==> src/rtl/cache_pkg.sv <==
// Shared widths and FSM state encoding for the write-back data cache.
package cache_pkg;
    localparam int NUM_BLOCKS_DEF = 8;
    localparam int LINE_W         = 128;
    localparam int WORD_W         = 32;
    localparam int ADDR_W         = 30;
    localparam int LADDR_W        = 28;
    localparam int OFS_W          = 2;

    typedef enum logic [1:0] {
        IDLE      = 2'd0,
        WRITEBACK = 2'd1,
        ALLOCATE  = 2'd2
    } state_t;
endpackage

==> src/rtl/cache_line_store.sv <==
// Direct-mapped line storage: valid/dirty/tag/data arrays with one word write port and one line refill port.
module cache_line_store
    import cache_pkg::*;
#(
    parameter int NUM_BLOCKS = NUM_BLOCKS_DEF,
    parameter int IDX_W      = $clog2(NUM_BLOCKS),
    parameter int TAG_W      = LADDR_W - IDX_W
) (
    input  logic              i_clk,
    input  logic              i_rst,
    input  logic [IDX_W-1:0]  rd_idx,
    output logic              rd_valid,
    output logic              rd_dirty,
    output logic [TAG_W-1:0]  rd_tag,
    output logic [LINE_W-1:0] rd_line,
    input  logic              word_wen,
    input  logic [IDX_W-1:0]  word_idx,
    input  logic [OFS_W-1:0]  word_ofs,
    input  logic [WORD_W-1:0] word_data,
    input  logic              line_wen,
    input  logic [IDX_W-1:0]  line_idx,
    input  logic [TAG_W-1:0]  line_tag,
    input  logic [LINE_W-1:0] line_data
);
    logic              valid [NUM_BLOCKS];
    logic              dirty [NUM_BLOCKS];
    logic [TAG_W-1:0]  tag   [NUM_BLOCKS];
    logic [LINE_W-1:0] data  [NUM_BLOCKS];

    assign rd_valid = valid[rd_idx];
    assign rd_dirty = dirty[rd_idx];
    assign rd_tag   = tag[rd_idx];
    assign rd_line  = data[rd_idx];

    always_ff @(posedge i_clk) begin
        if (i_rst) begin
            for (int i = 0; i < NUM_BLOCKS; i++) begin
                valid[i] <= 1'b0;
                dirty[i] <= 1'b0;
                tag[i]   <= '0;
                data[i]  <= '0;
            end
        end else begin
            // A refill always leaves the line clean; a store hit marks it dirty.
            if (line_wen) begin
                valid[line_idx] <= 1'b1;
                dirty[line_idx] <= 1'b0;
                tag[line_idx]   <= line_tag;
                data[line_idx]  <= line_data;
            end
            if (word_wen) begin
                dirty[word_idx] <= 1'b1;
                data[word_idx][{word_ofs, 5'b0} +: WORD_W] <= word_data;
            end
        end
    end
endmodule

==> src/rtl/dcache_wb.sv <==
// Direct-mapped write-back, write-allocate cache: zero-cycle hits, stall on miss for write-back and refill.
module dcache_wb
    import cache_pkg::*;
#(
    parameter int NUM_BLOCKS = NUM_BLOCKS_DEF
) (
    input  logic               i_clk,
    input  logic               i_rst,
    input  logic               proc_ren,
    input  logic               proc_wen,
    input  logic [ADDR_W-1:0]  proc_addr,
    input  logic [WORD_W-1:0]  proc_wdata,
    output logic               proc_stall,
    output logic [WORD_W-1:0]  proc_rdata,
    output logic               mem_read,
    output logic               mem_write,
    output logic [LADDR_W-1:0] mem_addr,
    output logic [LINE_W-1:0]  mem_wdata,
    input  logic               mem_ready,
    input  logic [LINE_W-1:0]  mem_rdata
);
    localparam int IDX_W = $clog2(NUM_BLOCKS);
    localparam int TAG_W = LADDR_W - IDX_W;

    logic [TAG_W-1:0]  req_tag;
    logic [IDX_W-1:0]  req_idx;
    logic [OFS_W-1:0]  req_ofs;
    logic              req, hit, word_wen, line_wen;
    logic              rd_valid, rd_dirty;
    logic [TAG_W-1:0]  rd_tag;
    logic [LINE_W-1:0] rd_line;

    state_t            state_q, state_d;
    logic [TAG_W-1:0]  miss_tag_q, miss_tag_d;
    logic [IDX_W-1:0]  miss_idx_q, miss_idx_d;
    logic              mem_read_q, mem_read_d;
    logic              mem_write_q, mem_write_d;
    logic [LADDR_W-1:0] mem_addr_q, mem_addr_d;
    logic [LINE_W-1:0] mem_wdata_q, mem_wdata_d;

    assign req_tag    = proc_addr[ADDR_W-1 -: TAG_W];
    assign req_idx    = proc_addr[OFS_W +: IDX_W];
    assign req_ofs    = proc_addr[OFS_W-1:0];
    assign req        = proc_ren | proc_wen;
    assign hit        = rd_valid && (rd_tag == req_tag);
    assign proc_stall = req && ((state_q != IDLE) || !hit);
    assign proc_rdata = rd_line[{req_ofs, 5'b0} +: WORD_W];
    assign word_wen   = (state_q == IDLE) && proc_wen && hit;

    assign mem_read  = mem_read_q;
    assign mem_write = mem_write_q;
    assign mem_addr  = mem_addr_q;
    assign mem_wdata = mem_wdata_q;

    cache_line_store #(
        .NUM_BLOCKS (NUM_BLOCKS),
        .IDX_W      (IDX_W),
        .TAG_W      (TAG_W)
    ) u_store (
        .i_clk     (i_clk),
        .i_rst     (i_rst),
        .rd_idx    (req_idx),
        .rd_valid  (rd_valid),
        .rd_dirty  (rd_dirty),
        .rd_tag    (rd_tag),
        .rd_line   (rd_line),
        .word_wen  (word_wen),
        .word_idx  (req_idx),
        .word_ofs  (req_ofs),
        .word_data (proc_wdata),
        .line_wen  (line_wen),
        .line_idx  (miss_idx_q),
        .line_tag  (miss_tag_q),
        .line_data (mem_rdata)
    );

    always_comb begin
        state_d     = state_q;
        miss_tag_d  = miss_tag_q;
        miss_idx_d  = miss_idx_q;
        mem_read_d  = mem_read_q;
        mem_write_d = mem_write_q;
        mem_addr_d  = mem_addr_q;
        mem_wdata_d = mem_wdata_q;
        line_wen    = 1'b0;
        case (state_q)
            IDLE: begin
                // The missing line is latched so a request dropped mid-miss still refills.
                if (req && !hit) begin
                    miss_tag_d = req_tag;
                    miss_idx_d = req_idx;
                    if (rd_valid && rd_dirty) begin
                        state_d     = WRITEBACK;
                        mem_write_d = 1'b1;
                        mem_addr_d  = {rd_tag, req_idx};
                        mem_wdata_d = rd_line;
                    end else begin
                        state_d    = ALLOCATE;
                        mem_read_d = 1'b1;
                        mem_addr_d = {req_tag, req_idx};
                    end
                end
            end
            WRITEBACK: begin
                if (mem_ready) begin
                    state_d     = ALLOCATE;
                    mem_write_d = 1'b0;
                    mem_read_d  = 1'b1;
                    mem_addr_d  = {miss_tag_q, miss_idx_q};
                end
            end
            ALLOCATE: begin
                if (mem_ready) begin
                    state_d    = IDLE;
                    mem_read_d = 1'b0;
                    line_wen   = 1'b1;
                end
            end
            default: state_d = IDLE;
        endcase
    end

    always_ff @(posedge i_clk) begin
        if (i_rst) begin
            state_q     <= IDLE;
            mem_read_q  <= 1'b0;
            mem_write_q <= 1'b0;
            mem_addr_q  <= '0;
            mem_wdata_q <= '0;
        end else begin
            state_q     <= state_d;
            mem_read_q  <= mem_read_d;
            mem_write_q <= mem_write_d;
            mem_addr_q  <= mem_addr_d;
            mem_wdata_q <= mem_wdata_d;
        end
    end

    always_ff @(posedge i_clk) begin
        miss_tag_q <= miss_tag_d;
        miss_idx_q <= miss_idx_d;
    end
endmodule
==> config.mk <==
export PLATFORM = sky130hd
export DESIGN_NAME = dcache_wb
export DESIGN_NICKNAME = d
export VERILOG_FILES = /design/src/rtl/cache_pkg.sv /design/src/rtl/cache_line_store.sv /design/src/rtl/dcache_wb.sv
export SDC_FILE = /design/constraint.sdc
export NUM_CORES = 2
export LEC_CHECK = 0
export CAP_MARGIN = 5
export CORE_ASPECT_RATIO = 0.6
export CORE_MARGIN = 2
export CORE_UTILIZATION = 35
export CTS_CLUSTER_SIZE = 12
export DETAILED_ROUTE_END_ITERATION = 6
export PLACE_DENSITY = 0.59
export SLEW_MARGIN = 30
export SYNTH_ARGS = -nofsm -noshare
export SYNTH_HDL_FRONTEND = slang
export SYNTH_HIERARCHICAL = 1
export SYNTH_SLANG_ARGS = --single-unit
==> constraint.sdc <==
create_clock -name i_clk -period 6.9 [get_ports i_clk]
set_input_delay 1.035 -clock i_clk [delete_from_list [all_inputs] [get_ports i_clk]]
set_output_delay 1.035 -clock i_clk [all_outputs]
set_load 0.1 [all_outputs]
; ---- Yosys cells after proc, flatten, opt, wreduce, memory -nomap -nowiden
; Memories as Yosys holds them, arrays and structs flattened.
; Index checks and enable logic that the tools add are counted.
[classes]
n_eq_ne = 8
n_shift = 3
bitwise_logic = 1
add_sub_neg = 1
muxes = 46
n_reduce_logical = 24
[op_table]
columns = op, n
row1 = two-way mux 128 bit, 4
row2 = OR reduction 128 bit, 2
row3 = "variable shift 32 x 9 -> 128 bit, first input constant", 1
row4 = variable part select 128 x 8 -> 32 bit, 1
row5 = variable part select 32 x 9 -> 128 bit, 1
row6 = two-way mux 28 bit, 3
row7 = case mux 28 bit (2 select lines), 1
row8 = == test 25 bit, 1
row9 = two-way mux 25 bit, 1
row10 = OR reduction 25 bit, 1
row11 = two-way mux 1 bit, 24
row12 = two-way mux 3 bit, 6
row13 = negator 7 -> 9 bit, 1
row14 = AND reduction 3 bit, 3
row15 = two-way mux 2 bit, 4
row16 = logical AND 1 bit, 6
row17 = "inequality test 2 bit, second input constant", 3
row18 = case mux 2 bit (3 select lines), 1
row19 = AND reduction 5 bit, 1
row20 = "inequality test 2 x 1 -> 1 bit, second input constant", 2
row21 = AND reduction 4 bit, 1
row22 = nonzero test 2 bit, 2
row23 = case mux 1 bit (3 select lines), 1
row24 = nonzero test 3 bit, 1
row25 = other kinds (9), 11
[totals]
mem_bits_rw = 1240
memories = 4
input_bits = 195
out_inout_bits = 191
ff_bits = 188
[mem_list]
columns = name, words, width, rd, rd_clocked_by_memory_dff, wr, line_no
row1 = u_store.data, 8, 128, 1, 0, 8, cache_line_store.sv:28  ; logic [LINE_W-1:0] data [NUM_BLOCKS];
row2 = u_store.tag, 8, 25, 1, 0, 8, cache_line_store.sv:27  ; logic [TAG_W-1:0] tag [NUM_BLOCKS];
row3 = u_store.dirty, 8, 1, 1, 0, 8, cache_line_store.sv:26  ; logic dirty [NUM_BLOCKS];
row4 = u_store.valid, 8, 1, 1, 0, 8, cache_line_store.sv:25  ; logic valid [NUM_BLOCKS];

; ---- Depth between registers and ports, before layout
; An unclocked memory read counts as a cell.
[logic_depth]
ltp_word = 9
mapped_depth = 16
ltp_nobuf = 10

; ---- Modules after synthesis
; The synthesis kept the hierarchy.
[modules_own_cells]
columns = mod, area_each_um2, cells_each, n_inst, seq_area_each_um2
row1 = cache_line_store, 66025.8, 4826, 1, 37075.6
row2 = dcache_wb, 8790.9, 928, 1, 4043.9

; ---- Least setup slack after synthesis
; Ideal clock, no wire load.
[synth_path]
path_kind = in2reg
start = input port proc_addr[2]
end = memory u_store.data[7][32] (enable)
slack_ns = -0.057
t_arrival_ns = 6.492
path_stages = 14
cell_sequence = clkbuf_1 -> clkbuf_1 -> buf_2 -> mux4_2 -> mux2_2 -> xnor2_1 -> nand4_1 -> or4_4 -> nor2_1 -> and3_1 -> buf_2 -> nand3_1 -> clkbuf_1 -> o21ai_0
[synth_lines]
columns = element, line_no
row1 = start: declaration, dcache_wb.sv:11  ; input logic [ADDR_W-1:0] proc_addr,
row2 = end: declaration, cache_line_store.sv:28

; ---- Worst setup path in the final report
[layout_path]
start = input port proc_addr[2]
end = output port proc_rdata[24]
[layout_via]
elab_chain_len = 2
[layout_rtl]
columns = element, line_no
row1 = memory (8 x 128 bit), --
row2 = net rd_line[120], dcache_wb.sv:31  ; logic [LINE_W-1:0] rd_line;
row3 = variable part select 128 x 8 -> 32 bit, dcache_wb.sv:47  ; assign proc_rdata = rd_line[{req_ofs, 5'b0} +: WORD_W];
row4 = end: declaration, dcache_wb.sv:14  ; output logic [WORD_W-1:0] proc_rdata,
; The timed path passes the listed nets, and every way through them passes these cells.

==> results.txt <==
The core region is 212,000 sq um. The first-pass GRT wire length is 418,000 microns, and the post-synthesis register bit count is 1,428. The per-instance average area after synthesis was 13.0 sq um; the cell area after placement was 80,900 sq um.

During I/O placement, the number of pins put on the boundary was 386. The power density of the placed cells was 240 nW/um^2; the final-layout fill cell count was 19,700. The effective utilization at floorplan is 35.2%. No sink is reached through more buffers than the 3 on the longest clock path. The total clock sinks was 1,428; the worst-case vdd ir drop was 0.211 mV. The congestion estimate from routability-driven global placement came to 0.857. The ratio of cells with drive above 1 in the final layout is 18.5%, and the number of synthesis warnings is 6. The number of pins exceeding their max-slew limit in the final report is 0. The run gives 0 as the number of buffers inserted for hold repair after clock tree synthesis.

The worst path uses 88.5% of the clock period. The number of buffers inserted by port buffering is 385, and the number of max-cap violations is 0. The total nets after synthesis was 5,954. In the final layout, the multi-input gates occupy 30,700 sq um. After synthesis the cells add up to 74,800 sq um. The largest clock skew in the final design is 43.3 ps, and the overall via count from detail_route is 55,900. For the worst setup path, the data required time is 5860 ps. For the die outline area, the log shows 218,000 sq um. Yosys mapped a number of flops with a built-in enable equal to 1,252. The via count of the first global-routing pass came out at 53,000. Dividing the detail-routed via count by the number of cells gives 6.38. Global routing consumed, over all layers together, 26.7% of the routing resources.

The logs give 22.8% for the relative slew slack and 0 for the total of endpoints with negative setup slack in the final report. At the later pin of the worst-skew pair, clock insertion delay measures 830 ps. The sort of element at the end of the critical path was a primary output. The die outline width was 601 microns; the maximum number of pins on one net before global-route repair was 199. The proportion of synthesized flip-flops having asynchronous set or reset was 0%. The setup path with the least slack is of type input port to primary output.

Final count of hold timing violations: 0. TritonCTS built the clock tree. The net count of the finished layout was 5,944. The final sum of negative setup slack was 0 ps; the number of buffers added by the clock tree synthesis step was 151. The tools report the maximum operating frequency as 164 MHz.

The run gives 8,447 as the placed cell count. The total setup buffers inserted after CTS is 0, and the maximum fanout along the worst path is 50. The clock period minus worst slack was 6110 ps. The most used flip-flop cell after synthesis is edfxtp_1. Measured along the y axis, the die boundary spans 362 microns. The floorplan has 131 rows. The first detailed-routing pass took 6 iterations.

The cell count after synthesis came out at 5,754. The clock-pin slew on the worst setup and hold paths was 60 ps. At the pin with the least slew margin, the transition time is 1150 ps.

The logs give 301,000 microns for the total routed wirelength and 86 for the initial antenna violation count. After synthesis, the netlist uses 66 different library cells. The number of remaining DRC errors was 0.

The post-cts repair resize count is 0. Leaving out filler cells and counting taps, the final layout contains 8,764. For the worst setup path, the data arrival time is 5070 ps. The area occupied by registers is 41,100 sq um, and the sum of overflow across all layers after global routing is 0. The worst setup path is launched from an input port. The tools report the standby leakage power as 30.0 nW. The overall power consumption was 0.0205 W; the core utilization of the finished layout was 40.3%.

Relative to the synthesized area, the layout overhead comes to 14.5%. Summing all non-filler instances in the final layout gives an area of 85,700 sq um. The min-delay analysis places its worst path in the category flop to flop.

Once detail routing completed, the nets flagged for antenna violations numbered 0. Clock tree synthesis selected as its root buffer the cell clkbuf_16. Setup repair after global routing left no endpoint under its margin. After legalization and detailed placement, the total HPWL measured 179,000 microns. The number of H-tree levels is 4. The flow ran to the end, and the final reports show no timing, DRC or antenna violations. In the final routed layout, each cell accounts on average for 34.3 microns. The portion of the post-synthesis area used by sequential elements was 55.0%; the first-iteration detailed-routing DRC count was 8,332.
## routing by layer
metal | wire length (microns) | vias to the layer above | part of all wire, % | GRT usage [%]
met5 | 379 | - | 0.13 | 0
met4 | 15000 | 60 | 5.0 | 13.8
met3 | 39600 | 747 | 13 | 8.98
met2 | 132000 | 4099 | 44 | 39.0
met1 | 114000 | 28400 | 38 | 35.1
li1 | - | 22600 | - | -
## flip-flops by register name, indices dropped and copies added (netlist names)
register       cells
mem_addr          28
mem_read           1
mem_wdata        128
mem_write          1
miss_idx_q         3
miss_tag_q        25
state_q            2
u_store/data    1024
u_store/dirty      8
u_store/tag      200
u_store/valid      8
## placed cells by master (no fill, tap or decap), drive strengths merged, types with 6 or more instances in the layout
| cell type | instances |
|---|---|
| or3 | 25 |
| dfxtp | 176 |
| edfxtp | 1252 |
| diode | 45 |
| and3b | 96 |
| a31o | 62 |
| and3 | 233 |
| buf | 242 |
| nand3 | 57 |
| o211ai | 34 |
| nor3 | 67 |
| clkinv | 42 |
| nand2 | 736 |
| or2 | 9 |
| mux2i | 483 |
| a22o | 256 |
| xnor2 | 13 |
| and2 | 33 |
| a211oi | 8 |
| mux2 | 155 |
| nand2b | 15 |
| mux4 | 342 |
| o2111ai | 323 |
| nor3b | 67 |
| nor2 | 24 |
| nand4bb | 32 |
| a21o | 8 |
| inv | 26 |
| o21ai | 408 |
| o22ai | 8 |
| xor2 | 12 |
| clkbuf | 220 |
| nand4 | 6 |
| a21oi | 31 |
| clkdlybuf4s50 | 312 |
## power by group
part | switching (W) | leakage, nW | internal [W]
registers | 0.000128 | 14.3 | 0.00973
clock network | 0.00361 | 2.24 | 0.00433
logic | 0.00196 | 13.5 | 0.000772
total | 0.00570 | 30.0 | 0.0148
## path summary, 6_finish.rpt
check	endpoint	startpoint	cells past startpoint	slack, ps
worst max-delay path	proc_rdata[24]	proc_addr[2]	7	790
worst min-delay path	u_store/dirty[0]$_DFF_P_	u_store/dirty[0]$_DFF_P_	1	450
worst max register to register	u_store/data[0][100]$_DFFE_PP_	u_store/tag[5][5]$_SDFFCE_PP0P_	12	1810
worst min register to register	u_store/dirty[0]$_DFF_P_	u_store/dirty[0]$_DFF_P_	1	450
## cell usage after synthesis, types with 67 or more instances
cell type | n | area share, %
and3b_1 | 96 | 1.1
o2111ai_1 | 323 | 3.8
and3_1 | 233 | 1.9
edfxtp_1 | 1252 | 50
dfxtp_1 | 176 | 4.7
mux2_2 | 155 | 2.3
nor3b_1 | 67 | 0.67
clkbuf_1 | 389 | 2.0
nand2_1 | 736 | 3.7
o21ai_0 | 381 | 2.5
a22o_1 | 256 | 3.0
buf_1 | 78 | 0.39
mux2i_1 | 483 | 6.5
mux4_2 | 342 | 10
buf_2 | 180 | 1.2
## final cells by class
class / count / area share, %
Clock inverter: 50 / 0.517
Sequential cell: 1428 / 48.0
Inverter: 22 / 0.105
Multi-Input combinational cell: 3586 / 35.8
Tap cell: 2859 / 4.17
Antenna cell: 45 / 0.131
Timing Repair Buffer: 555 / 6.37
Clock buffer: 219 / 4.87
## kinds of logic after synthesis
kind of cell    Yosys count  synth area share [%]
flops                  1428                  55.0
simple gates           1426                  9.96
compound gates         1150                  11.2
mux                     980                  19.1
buf+inv                 740                  4.38
xor+xnor                 25                 0.293
fa+ha+maj                 5                0.0836
## through the flow
stage	setup slack [ps]	hold WS (ps)
after global routing	613	472
after global placement	719	427
after floorplan	165	421
after CTS	764	453
final	790	454
after detailed placement	733	440
## worst max-delay path, cell delays in order
cell and delay [ps]:
buf_8 440, buf_4 740, buf_4 830, mux4_2 620, mux2_2 320, mux4_2 640, buf_4 300
No activity file was read; power rests on OpenSTA's default activity.
